File: src/rtl/viterbi_pkg.sv
// Shared types and elaboration-time helpers for the streaming Viterbi decoder.
package viterbi_pkg;

  typedef enum logic [1:0] {IDLE, RUN, FLUSH} vit_state_e;

  function automatic int ns_of(input int k);
    return 1 << (k - 1);
  endfunction

  function automatic int sw_of(input int k);
    return k - 1;
  endfunction

  function automatic int pm_init(input int w);
    return 1 << (w - 1);
  endfunction

  // Generator parameters are written as octal digits, e.g. 23 means 'o23.
  function automatic int oct_to_taps(input int oct);
    int v;
    int taps;
    v = oct;
    taps = 0;
    for (int i = 0; i < 4; i++) begin
      taps = taps | ((v % 10) << (3 * i));
      v = v / 10;
    end
    return taps;
  endfunction

  // Encoder register is {input bit, state}; returns {c0, c1}.
  function automatic logic [1:0] exp_bits(input int state, input logic b, input int k,
                                          input int t0, input int t1);
    int r;
    r = (int'(b) << (k - 1)) | state;
    return {^(r & t0), ^(r & t1)};
  endfunction

  function automatic logic [1:0] hamming2(input logic [1:0] x);
    return {1'b0, x[1]} + {1'b0, x[0]};
  endfunction

endpackage

File: src/rtl/viterbi_acs_cell.sv
// One add-compare-select cell: picks the cheaper of two predecessors, ties to predecessor a.
module viterbi_acs_cell #(
  parameter int PM_WIDTH = 6,
  parameter int TB_DEPTH = 8
) (
  input  logic [PM_WIDTH-1:0] pm_a,
  input  logic [PM_WIDTH-1:0] pm_b,
  input  logic [1:0]          bm_a,
  input  logic [1:0]          bm_b,
  input  logic [TB_DEPTH-1:0] surv_a,
  input  logic [TB_DEPTH-1:0] surv_b,
  input  logic                dec_bit,
  output logic [PM_WIDTH-1:0] pm_out,
  output logic [TB_DEPTH-1:0] surv_out
);
  logic [PM_WIDTH-1:0] cand_a;
  logic [PM_WIDTH-1:0] cand_b;
  logic                pick_b;

  always_comb begin
    cand_a   = pm_a + PM_WIDTH'(bm_a);
    cand_b   = pm_b + PM_WIDTH'(bm_b);
    pick_b   = cand_b < cand_a;
    pm_out   = pick_b ? cand_b : cand_a;
    surv_out = {(pick_b ? surv_b[TB_DEPTH-2:0] : surv_a[TB_DEPTH-2:0]), dec_bit};
  end
endmodule

File: src/rtl/viterbi_stream_decoder.sv
// Streaming rate-1/2 hard-decision Viterbi decoder, register-exchange survivors.
// VITERBI_TERM_EN: zero-tail frames, decode from state 0, tail bits not emitted.
//   state | meaning
//   IDLE  | waiting for a symbol with in_sof; others are dropped
//   RUN   | ACS per symbol, one bit out per symbol once survivors are full
//   FLUSH | shifting out buffered bits of the latched survivor
module viterbi_stream_decoder
  import viterbi_pkg::*;
#(
  parameter int K        = 3,
  parameter int G0       = 7,
  parameter int G1       = 5,
  parameter int PM_WIDTH = 6,
  parameter int TB_DEPTH = 8
) (
  input  logic       clk,
  input  logic       reset_n,
  input  logic       in_valid,
  output logic       in_ready,
  input  logic [1:0] in_sym,
  input  logic       in_sof,
  input  logic       in_last,
  output logic       out_valid,
  input  logic       out_ready,
  output logic       out_bit,
  output logic       out_last
);
  localparam int NS = ns_of(K);
  localparam int SW = sw_of(K);
  localparam int T0 = oct_to_taps(G0);
  localparam int T1 = oct_to_taps(G1);
  localparam int CW = $clog2(TB_DEPTH + K);
  localparam logic [PM_WIDTH-1:0] PM_INIT = PM_WIDTH'(pm_init(PM_WIDTH));
`ifdef VITERBI_TERM_EN
  localparam bit TERM_EN = 1'b1;
`else
  localparam bit TERM_EN = 1'b0;
`endif

  vit_state_e                  state_q, state_d;
  logic [NS-1:0][PM_WIDTH-1:0] pm_q, pm_d, pm_src, acs_pm, pm_norm;
  logic [NS-1:0][TB_DEPTH-1:0] surv_q, surv_d, surv_src, acs_surv;
  logic [CW-1:0]               fill_q, fill_d, flush_cnt_q, flush_cnt_d;
  logic [TB_DEPTH-1:0]         flush_sr_q, flush_sr_d;
  logic                        out_valid_q, out_valid_d, out_bit_q, out_bit_d;
  logic                        out_last_q, out_last_d;

  logic                        out_free, accept, init, do_acs, emit;
  logic [PM_WIDTH-1:0]         min_pm;
  logic [SW-1:0]               best_idx;
  logic [CW-1:0]               fill_base, rem, flush_n;
  logic [TB_DEPTH-1:0]         sel_surv;

  assign out_free  = !out_valid_q || out_ready;
  assign in_ready  = (state_q != FLUSH) && out_free;
  assign accept    = in_valid && in_ready;
  assign init      = accept && in_sof;
  assign do_acs    = accept && (in_sof || (state_q == RUN));
  assign out_valid = out_valid_q;
  assign out_bit   = out_bit_q;
  assign out_last  = out_last_q;

  // A new frame starts from the all-zero encoder state with fresh survivors.
  always_comb begin
    for (int i = 0; i < NS; i++) begin
      pm_src[i]   = init ? ((i == 0) ? '0 : PM_INIT) : pm_q[i];
      surv_src[i] = init ? '0 : surv_q[i];
    end
  end

  for (genvar n = 0; n < NS; n++) begin : g_acs
    localparam int PA = (n * 2) % NS;
    localparam int PB = PA + 1;
    localparam logic U = 1'(n >> (K - 2));
    localparam logic [1:0] EA = exp_bits(PA, U, K, T0, T1);
    localparam logic [1:0] EB = exp_bits(PB, U, K, T0, T1);
    logic [1:0] bm_a, bm_b;
    assign bm_a = hamming2(in_sym ^ EA);
    assign bm_b = hamming2(in_sym ^ EB);
    viterbi_acs_cell #(.PM_WIDTH(PM_WIDTH), .TB_DEPTH(TB_DEPTH)) u_cell (
      .pm_a    (pm_src[PA]),
      .pm_b    (pm_src[PB]),
      .bm_a    (bm_a),
      .bm_b    (bm_b),
      .surv_a  (surv_src[PA]),
      .surv_b  (surv_src[PB]),
      .dec_bit (U),
      .pm_out  (acs_pm[n]),
      .surv_out(acs_surv[n])
    );
  end

  always_comb begin
    min_pm   = acs_pm[0];
    best_idx = '0;
    for (int i = 1; i < NS; i++) begin
      if (acs_pm[i] < min_pm) begin
        min_pm   = acs_pm[i];
        best_idx = SW'(i);
      end
    end
    for (int i = 0; i < NS; i++) pm_norm[i] = acs_pm[i] - min_pm;
  end

  always_comb begin
    state_d     = state_q;
    pm_d        = pm_q;
    surv_d      = surv_q;
    fill_d      = fill_q;
    flush_sr_d  = flush_sr_q;
    flush_cnt_d = flush_cnt_q;
    out_valid_d = out_valid_q && !out_ready;
    out_bit_d   = out_bit_q;
    out_last_d  = out_last_q && !(out_valid_q && out_ready);

    fill_base = init ? '0 : fill_q;
    emit      = fill_base >= CW'(TB_DEPTH - 1);
    // Bits held in the survivor that have not been emitted yet, after this symbol.
    rem       = emit ? CW'(TB_DEPTH - 1) : fill_base + CW'(1);
    if (TERM_EN) flush_n = (rem > CW'(K - 1)) ? rem - CW'(K - 1) : '0;
    else         flush_n = rem;
    sel_surv  = TERM_EN ? acs_surv[0] : acs_surv[best_idx];

    if (do_acs) begin
      pm_d   = pm_norm;
      surv_d = acs_surv;
      fill_d = (fill_base == CW'(TB_DEPTH)) ? fill_base : fill_base + CW'(1);
      if (emit) begin
        out_valid_d = 1'b1;
        out_bit_d   = sel_surv[TB_DEPTH-1];
        out_last_d  = in_last && (flush_n == '0);
      end
      if (in_last) begin
        flush_sr_d  = sel_surv << (CW'(TB_DEPTH) - rem);
        flush_cnt_d = flush_n;
        if (flush_n == '0) begin
          state_d = IDLE;
          fill_d  = '0;
        end else begin
          state_d = FLUSH;
        end
      end else begin
        state_d = RUN;
      end
    end else if ((state_q == FLUSH) && out_free) begin
      out_valid_d = 1'b1;
      out_bit_d   = flush_sr_q[TB_DEPTH-1];
      out_last_d  = (flush_cnt_q == CW'(1));
      flush_sr_d  = flush_sr_q << 1;
      flush_cnt_d = flush_cnt_q - CW'(1);
      if (flush_cnt_q == CW'(1)) begin
        state_d = IDLE;
        fill_d  = '0;
      end
    end
  end

  always_ff @(posedge clk or negedge reset_n) begin
    if (!reset_n) begin
      state_q     <= IDLE;
      pm_q        <= '0;
      surv_q      <= '0;
      fill_q      <= '0;
      flush_sr_q  <= '0;
      flush_cnt_q <= '0;
      out_valid_q <= 1'b0;
      out_bit_q   <= 1'b0;
      out_last_q  <= 1'b0;
    end else begin
      state_q     <= state_d;
      pm_q        <= pm_d;
      surv_q      <= surv_d;
      fill_q      <= fill_d;
      flush_sr_q  <= flush_sr_d;
      flush_cnt_q <= flush_cnt_d;
      out_valid_q <= out_valid_d;
      out_bit_q   <= out_bit_d;
      out_last_q  <= out_last_d;
    end
  end
endmodule
File: config.mk
export PLATFORM = sky130hd
export DESIGN_NAME = viterbi_stream_decoder
export DESIGN_NICKNAME = d
export VERILOG_FILES = /design/src/rtl/viterbi_pkg.sv /design/src/rtl/viterbi_acs_cell.sv /design/src/rtl/viterbi_stream_decoder.sv
export SDC_FILE = /design/constraint.sdc
export NUM_CORES = 1
export LEC_CHECK = 0
export CAP_MARGIN = 30
export CORE_ASPECT_RATIO = 1.1
export CORE_MARGIN = 1
export CORE_UTILIZATION = 60
export DETAILED_ROUTE_END_ITERATION = 8
export PLACE_DENSITY = 0.77
export REMOVE_ABC_BUFFERS = 1
export SLEW_MARGIN = 25
export SYNTH_ARGS = -nofsm -noshare
export SYNTH_HDL_FRONTEND = slang
export SYNTH_HIERARCHICAL = 1
export SYNTH_SLANG_ARGS = --single-unit
export TNS_END_PERCENT = 1
File: constraint.sdc
create_clock -name clk -period 20.3 [get_ports clk]
set_clock_uncertainty 0.15 [all_clocks]
set_input_delay 5.075 -clock clk [delete_from_list [all_inputs] [get_ports clk]]
set_output_delay 5.075 -clock clk [all_outputs]
set_load 0.02 [all_outputs]
### Word-level counts from Yosys, hierarchy flattened

Cells that the tools add are included.

| cells by class | value |
|---|---|
| add/subtract/negate cells | 19 |
| order comparisons | 9 |
| equal/unequal tests | 7 |
| shift-type cells | 1 |
| mux-type cells | 52 |
| bitwise logic cells | 3 |
| reductions and logical operators | 20 |

Operator list:

| cell | count |
|---|---|
| two-way mux 6 bit | 11 |
| two-way mux 7 bit | 8 |
| adder 6 x 2 -> 6 bit | 8 |
| two-way mux 4 bit | 11 |
| less-than comparator 6 bit | 7 |
| two-way mux 8 bit | 4 |
| subtractor 6 bit | 4 |
| binary-select mux 8 bit (select 2 bit) | 1 |
| two-way mux 2 bit | 7 |
| two-way mux 1 bit | 10 |
| logical AND 1 bit | 9 |
| adder 1 x 1 -> 2 bit | 4 |
| << shifter 8 x 4 -> 8 bit | 1 |
| AND reduction 2 bit | 3 |
| adder 4 x 1 -> 4 bit (second input constant) | 1 |
| equality test 4 x 1 -> 1 bit (second input constant) | 1 |
| equality test 4 bit (second input constant) | 1 |
| >= comparator 4 x 3 -> 1 bit (second input constant) | 1 |
| logical NOT 4 bit | 1 |
| inequality test 2 bit (second input constant) | 2 |
| nonzero test 2 bit | 2 |
| subtractor 4 x 1 -> 4 bit (second input constant) | 1 |
| subtractor 4 bit (first input constant) | 1 |
| logical NOT 1 bit | 3 |
| other kinds (7) | 9 |

| word-level totals | value |
|---|---|
| flip-flop bits (word level) | 71 |
| input port bits | 8 |
| output and inout port bits | 4 |
| logic and storage cells | 126 |

### Longest topological paths before layout

Gate-level depths: netlist of run 1.

| logic depth | value |
|---|---|
| depth after elaboration | 20 |
| depth in mapped cells | 52 |
| depth with buffers taken out | 45 |

### Cells and area by module

Netlist of run 1, hierarchy kept.

Modules (own cells, without submodules):

| module | times used | cells an instance | area each (sq um) | seq. area each (sq um) |
|---|---|---|---|---|
| viterbi_stream_decoder | 1 | 721 | 5779.3 | 1926.8 |
| viterbi_acs_cell | 4 | 59 | 530.5 | 0.0 |

### Worst setup path after synthesis of run 1

Ideal clock, no wire load.

| path | value |
|---|---|
| path type | input port to flip-flop |
| start point | input out_ready |
| end point | register pm_q[22] in the netlist's numbering |
| setup time | 131 ps |
| arrival time | 15338 ps |
| data required time | 20019 ps |
| slack | 4681 ps |
| stages | 50 |
| path buffers | 9 |
| cells stage by stage | inv_1 -> a21oi_1 -> nand3_1 -> clkbuf_1 -> clkbuf_1 -> and2_1 -> ha_1 -> fa_1 -> nand3_1 -> xor2_1 -> inv_1 -> ha_1 -> a21o_1 -> a21oi_2 -> o21ai_2 -> buf_6 -> mux2i_1 -> inv_1 -> [... 14 more ...] -> ha_1 -> a311o_1 -> a31oi_1 -> a21oi_4 -> buf_6 -> buf_2 -> buf_2 -> o21ai_0 -> ha_1 -> inv_1 -> ha_1 -> a21oi_1 -> inv_1 -> maj3_1 -> maj3_1 -> mux2i_1 -> xor2_1 -> o21ai_1 |

RTL lines:

| item | line | text |
|---|---|---|
| start, declared | viterbi_stream_decoder.sv:24 | `input logic out_ready,` |
| end signal, assigned | viterbi_stream_decoder.sv:171 | `pm_q <= pm_d;` |
| end, declared | viterbi_stream_decoder.sv:41 | `logic [NS-1:0][PM_WIDTH-1:0] pm_q, pm_d, pm_src, acs_pm, pm_norm;` |

==> results of run 1 <==
==> worst max-delay path: cells and delay by family <==
family	cells	cell delay, ns
AO/OA/AOI/OAI	17	4.54
multiplexers	3	1.06
buffers and inverters	7	1.23
adder cells (fa/ha/maj)	10	3.22
XOR/XNOR	2	0.44
AND/OR/NAND/NOR	6	1.19
==> metrics by stage <==
| step | util [%] | setup slack (ns) | instances | cell area [sq um] | hold WS, ns |
|---|---|---|---|---|---|
| 6_report | 65.2 | 3.55 | 1084 | 8210 | 0.315 |
| 5_1_grt | 65.2 | 2.71 | 1084 | 8210 | 0.332 |
| 4_1_cts | 65.1 | 3.65 | 1084 | 8200 | 0.318 |
| 3_5_place_dp | 62.4 | 3.55 | 1068 | 7860 | 0.304 |
| 3_3_place_gp | 62.4 | 3.81 | 1068 | 7860 | 0.299 |
| 2_1_floorplan | - | 4.38 | 896 | 7520 | 0.287 |
==> sequential cells by signal, summed over array words and instances (netlist names) <==
register,cells
state_q,2
surv_q,28
pm_q,24
fill_q,4
out_bit,1
flush_sr_q,8
out_last,1
out_valid,1
flush_cnt_q,4
==> area by class of cell <==
cell class | instances | share of cell area [%]
Clock inverter | 6 | 1.28
Tap cell | 157 | 2.39
Sequential cell | 73 | 22.3
Multi-Input combinational cell | 760 | 66.5
Inverter | 63 | 2.88
Timing Repair Buffer | 15 | 1.72
Clock buffer | 10 | 2.91
==> path summary, 6_finish.rpt <==
kind	start	end	slack (ns)	cells past startpoint
min	surv_q[16]	surv_q[16]	0.32	2
max reg2reg	state_q[1]	pm_q[22]	8.27	44
min reg2reg	surv_q[16]	surv_q[16]	0.32	2
max	out_ready	pm_q[22]	3.55	45
max in group asynchronous	reset_n	surv_q[26]	14.92	1
min in group asynchronous	reset_n	surv_q[18]	4.58	1
==> routing by layer <==
| metal | up-vias | share of wire [%] |
|---|---|---|
| li1 | 3172 | - |
| met3 | 41 | 3.0 |
| met1 | 3023 | 44 |
| met2 | 109 | 50 |
| met4 | 0 | 3.5 |
| met5 | - | 0 |
==> impl_metrics.toml, run 1 <==
[global_routing]
met3_usage_pct = 4.67
gr-total-overflow = 0
busiest_layer = "met2"
grt_max_degree = 80
antenna_found_initial = 0
grtUsageMet1_pct = 34.1
grt_pass1_vias = 6277
grt.total_usage_pct = 28.4
grt_pass1_wl_microns = 29100
met2_usage_pct = 48.8

[worst_setup_path]
cp_max_fo = 58
required_ns = 20.35
critPathMaxStageDelay_ns = 0.74
slowest_stage = "o21ai_2"
critPathKind = "input pin to flop"
startpoint_type = "input pin"
critPathCaptureType = "flop"
critPathArrivalTime_ns = 16.80
timing.critical_path.mode_cell = "ha_1"

[clock_network]
cts_max_level = 3
clkSinkCount = 73
path_clk_slew_ns = 0.06
post_cts_buffers = 0
cts_buffer_depth = 2
root_buffer = "clkbuf_16"
cts_tree = "yes"
cts_buffers = 9
post_cts_resized = 0
post_cts_hold_buffer_count = 0
clkLatencyLatePin_ns = 0.35

[sta]
rsz0062_at_grt = "false"
hold_viol_final = 0
fin_crit_sh_pct = 82.5
worstMarginPinSlew_ns = 0.932
finalCriticalPeriod_ns = 16.75
setup_tns_ns = 0
slew_headroom_pct = 36.1
drv_slew = 0
setup_viol = 0
max_freq_mhz = 59.7

[logic_synthesis]
avgSynthCellArea_sq_um = 8.25
synth_area_sq_um = 7730
syn-instance-count = 937
yosysWarnings = 6

[run]
cap_violations = 0

[finish]
drive_above_1_share_pct = 9.82
most-common-layout-cells = "175 x nand2_1, 73 x dfrtp_1, 68 x ha_1"
fin_nets = 1006
layout_commonest_cell = "nand2_1"
seqCellArea_sq_um = 1830
diodes = 0
multi_input_area_sq_um = 5460
area_growth_syn_to_layout_pct = 6.13
n_fill_cell = 1081

[place]
gp_congestion = 0.913
io_buffers = 11
hpwl_microns = 12900

[route]
drtIter0Drc = 383
dr.pass1.iters = 4
wl_microns = 17600
viasPerCell = 5.85
dr_total_vias = 6345
post_drt_wl_per_cell_microns = 16.3
ant_nets = 0
post-route-drc-count = 0

[die]
die_area_sq_um = 13300
coreArea_sq_um = 12600
die_w_microns = 110
start_util_pct = 61.4
num_rows = 43
die_h_microns = 121
ios = 12

[worst_hold_path]
min_path_type = "flop to flop"

[run_status]
outcome = "completed"
Power of run 1 is left out: the tool's default activity adds up to more than one toggle a clock period on the data nets, which glitch-free logic cannot reach.
==> run 2, diff against run 1 <==
Clock period 20.3 ns to 17.4 ns, I/O delays scaled along.
==> run 2 against run 1 <==
  * Cell area decreased by 0.95%
  * First-iteration DRC count increased by 17%
  * Via count decreased by 0.91%
  * Final cell count unchanged
==> impl_metrics.toml, run 2 (synthesized netlist as in run 1, its figures left out) <==
[finish]
layout_commonest_cell = "nand2_1"
largest_reg_flops = 28
area_growth_syn_to_layout_pct = 5.13
drive_above_1_share_pct = 9.71
regMostFlops = "surv_q"
fin_nets = 1008
most-common-layout-cells = "175 x nand2_1, 73 x dfrtp_1, 68 x ha_1"
reg.largest.list = "surv_q (28), pm_q (24), flush_sr_q (8)"
postLayoutCoreUtil_pct = 64.6
diodes = 0

[route]
wl_microns = 17400
post_drt_wl_per_cell_microns = 16.1
viasPerCell = 5.80
dr.pass1.iters = 5
dr_total_vias = 6287
ant_nets = 0
post-route-drc-count = 0
drtIter0Drc = 448

[global_routing]
antenna_found_initial = 0
busiest_layer = "met2"
met2_usage_pct = 48.1
gr-total-overflow = 0
grt.total_usage_pct = 27.9
grt_pass1_vias = 5885
grt_pass1_wl_microns = 28600
grt_max_degree = 80
grtUsageMet1_pct = 35.1
met3_usage_pct = 4.40

[worst_setup_path]
required_ns = 17.46
timing.critical_path.mode_cell = "ha_1"
rrSetupSlack_ns = 5.58
critPathCaptureType = "flop"
critPathKind = "input pin to flop"
critPathArrivalTime_ns = 15.87
slowest_stage = "a21oi_4"
startpoint_type = "input pin"
cp_max_fo = 30
critPathMaxStageDelay_ns = 0.70

[die]
ios = 12
die_h_microns = 121
die_w_microns = 110
num_rows = 43
start_util_pct = 61.4
die_area_sq_um = 13300
coreArea_sq_um = 12600

[clock_network]
root_buffer = "clkbuf_16"
cts_buffers = 9
post_cts_hold_buffer_count = 0
clkSinkCount = 73
post_cts_buffers = 0
cts_max_level = 3
path_clk_slew_ns = 0.06
cts_buffer_depth = 2
clkLatencyLatePin_ns = 0.35
post_cts_resized = 0
cts_tree = "yes"

[run]
cap_violations = 0

[sta]
rsz0062_at_grt = "false"
max_freq_mhz = 63.2
drv_slew = 0
setup_tns_ns = 0
hold_viol_final = 0
worstMarginPinSlew_ns = 0.980
setup_viol = 0
finalCriticalPeriod_ns = 15.81
slew_headroom_pct = 34.7
fin_crit_sh_pct = 90.9

[place]
gp_congestion = 0.940
io_buffers = 11
hpwl_microns = 12900

[run_status]
outcome = "completed"

[worst_hold_path]
min_path_type = "flop to flop"
==> run 2: cell types whose count changed in the layout (fill, tap and decap cells not counted) <==
cell	delta
bufinv_16	-3
buf_4	+2
clkbuf_1	+1
clkbuf_8	-1
clkinvlp_4	+1
==> run 2: final cells by class <==
class / instances / area [sq um]
Clock buffer: 10 / 229
Clock inverter: 4 / 22.5
Multi-Input combinational cell: 760 / 5460
Inverter: 63 / 236
Sequential cell: 73 / 1830
Fill cell: 1091 / 4460
Timing Repair Buffer: 17 / 156
Tap cell: 157 / 196
==> run 2: worst paths after layout <==
path,start,endpoint,cells after the start
setup reg to reg,state_q[1],pm_q[22],43
min in group asynchronous,reset_n,surv_q[13],1
hold reg to reg,surv_q[3],surv_q[3],2
max in group asynchronous,reset_n,pm_q[0],1
setup / recovery,out_ready,pm_q[22],44
hold / removal,surv_q[3],surv_q[3],2
==> run 2: stage by stage <==
| stage | hold WS [ns] | instances | worst slack (ns) | instance area [sq um] |
|---|---|---|---|---|
| floorplan | 0.287 | 896 | 2.21 | 7520 |
| global placement | 0.300 | 1070 | 1.66 | 7870 |
| detailed placement | 0.304 | 1070 | 1.38 | 7870 |
| CTS | 0.318 | 1084 | 1.72 | 8120 |
| global route | 0.338 | 1084 | 0.567 | 8130 |
| finish | 0.315 | 1084 | 1.59 | 8130 |
==> run 2: worst max-delay path, delay by kind of cell <==
family	cells	cell delay, ns
buf+inv	6	0.86
compound gates	15	4.27
xor+xnor	2	0.35
simple gates	8	1.86
mux	3	0.98
fa+ha+maj	10	3.13
==> run 2: per-layer routing <==
| layer | part of all wire (%) | vias up |
|---|---|---|
| met5 | 0 | - |
| met4 | 2.5 | 0 |
| met3 | 3.3 | 30 |
| met2 | 50 | 90 |
| met1 | 44 | 2996 |
| li1 | - | 3171 |
Power of run 2 is left out for the same reason.
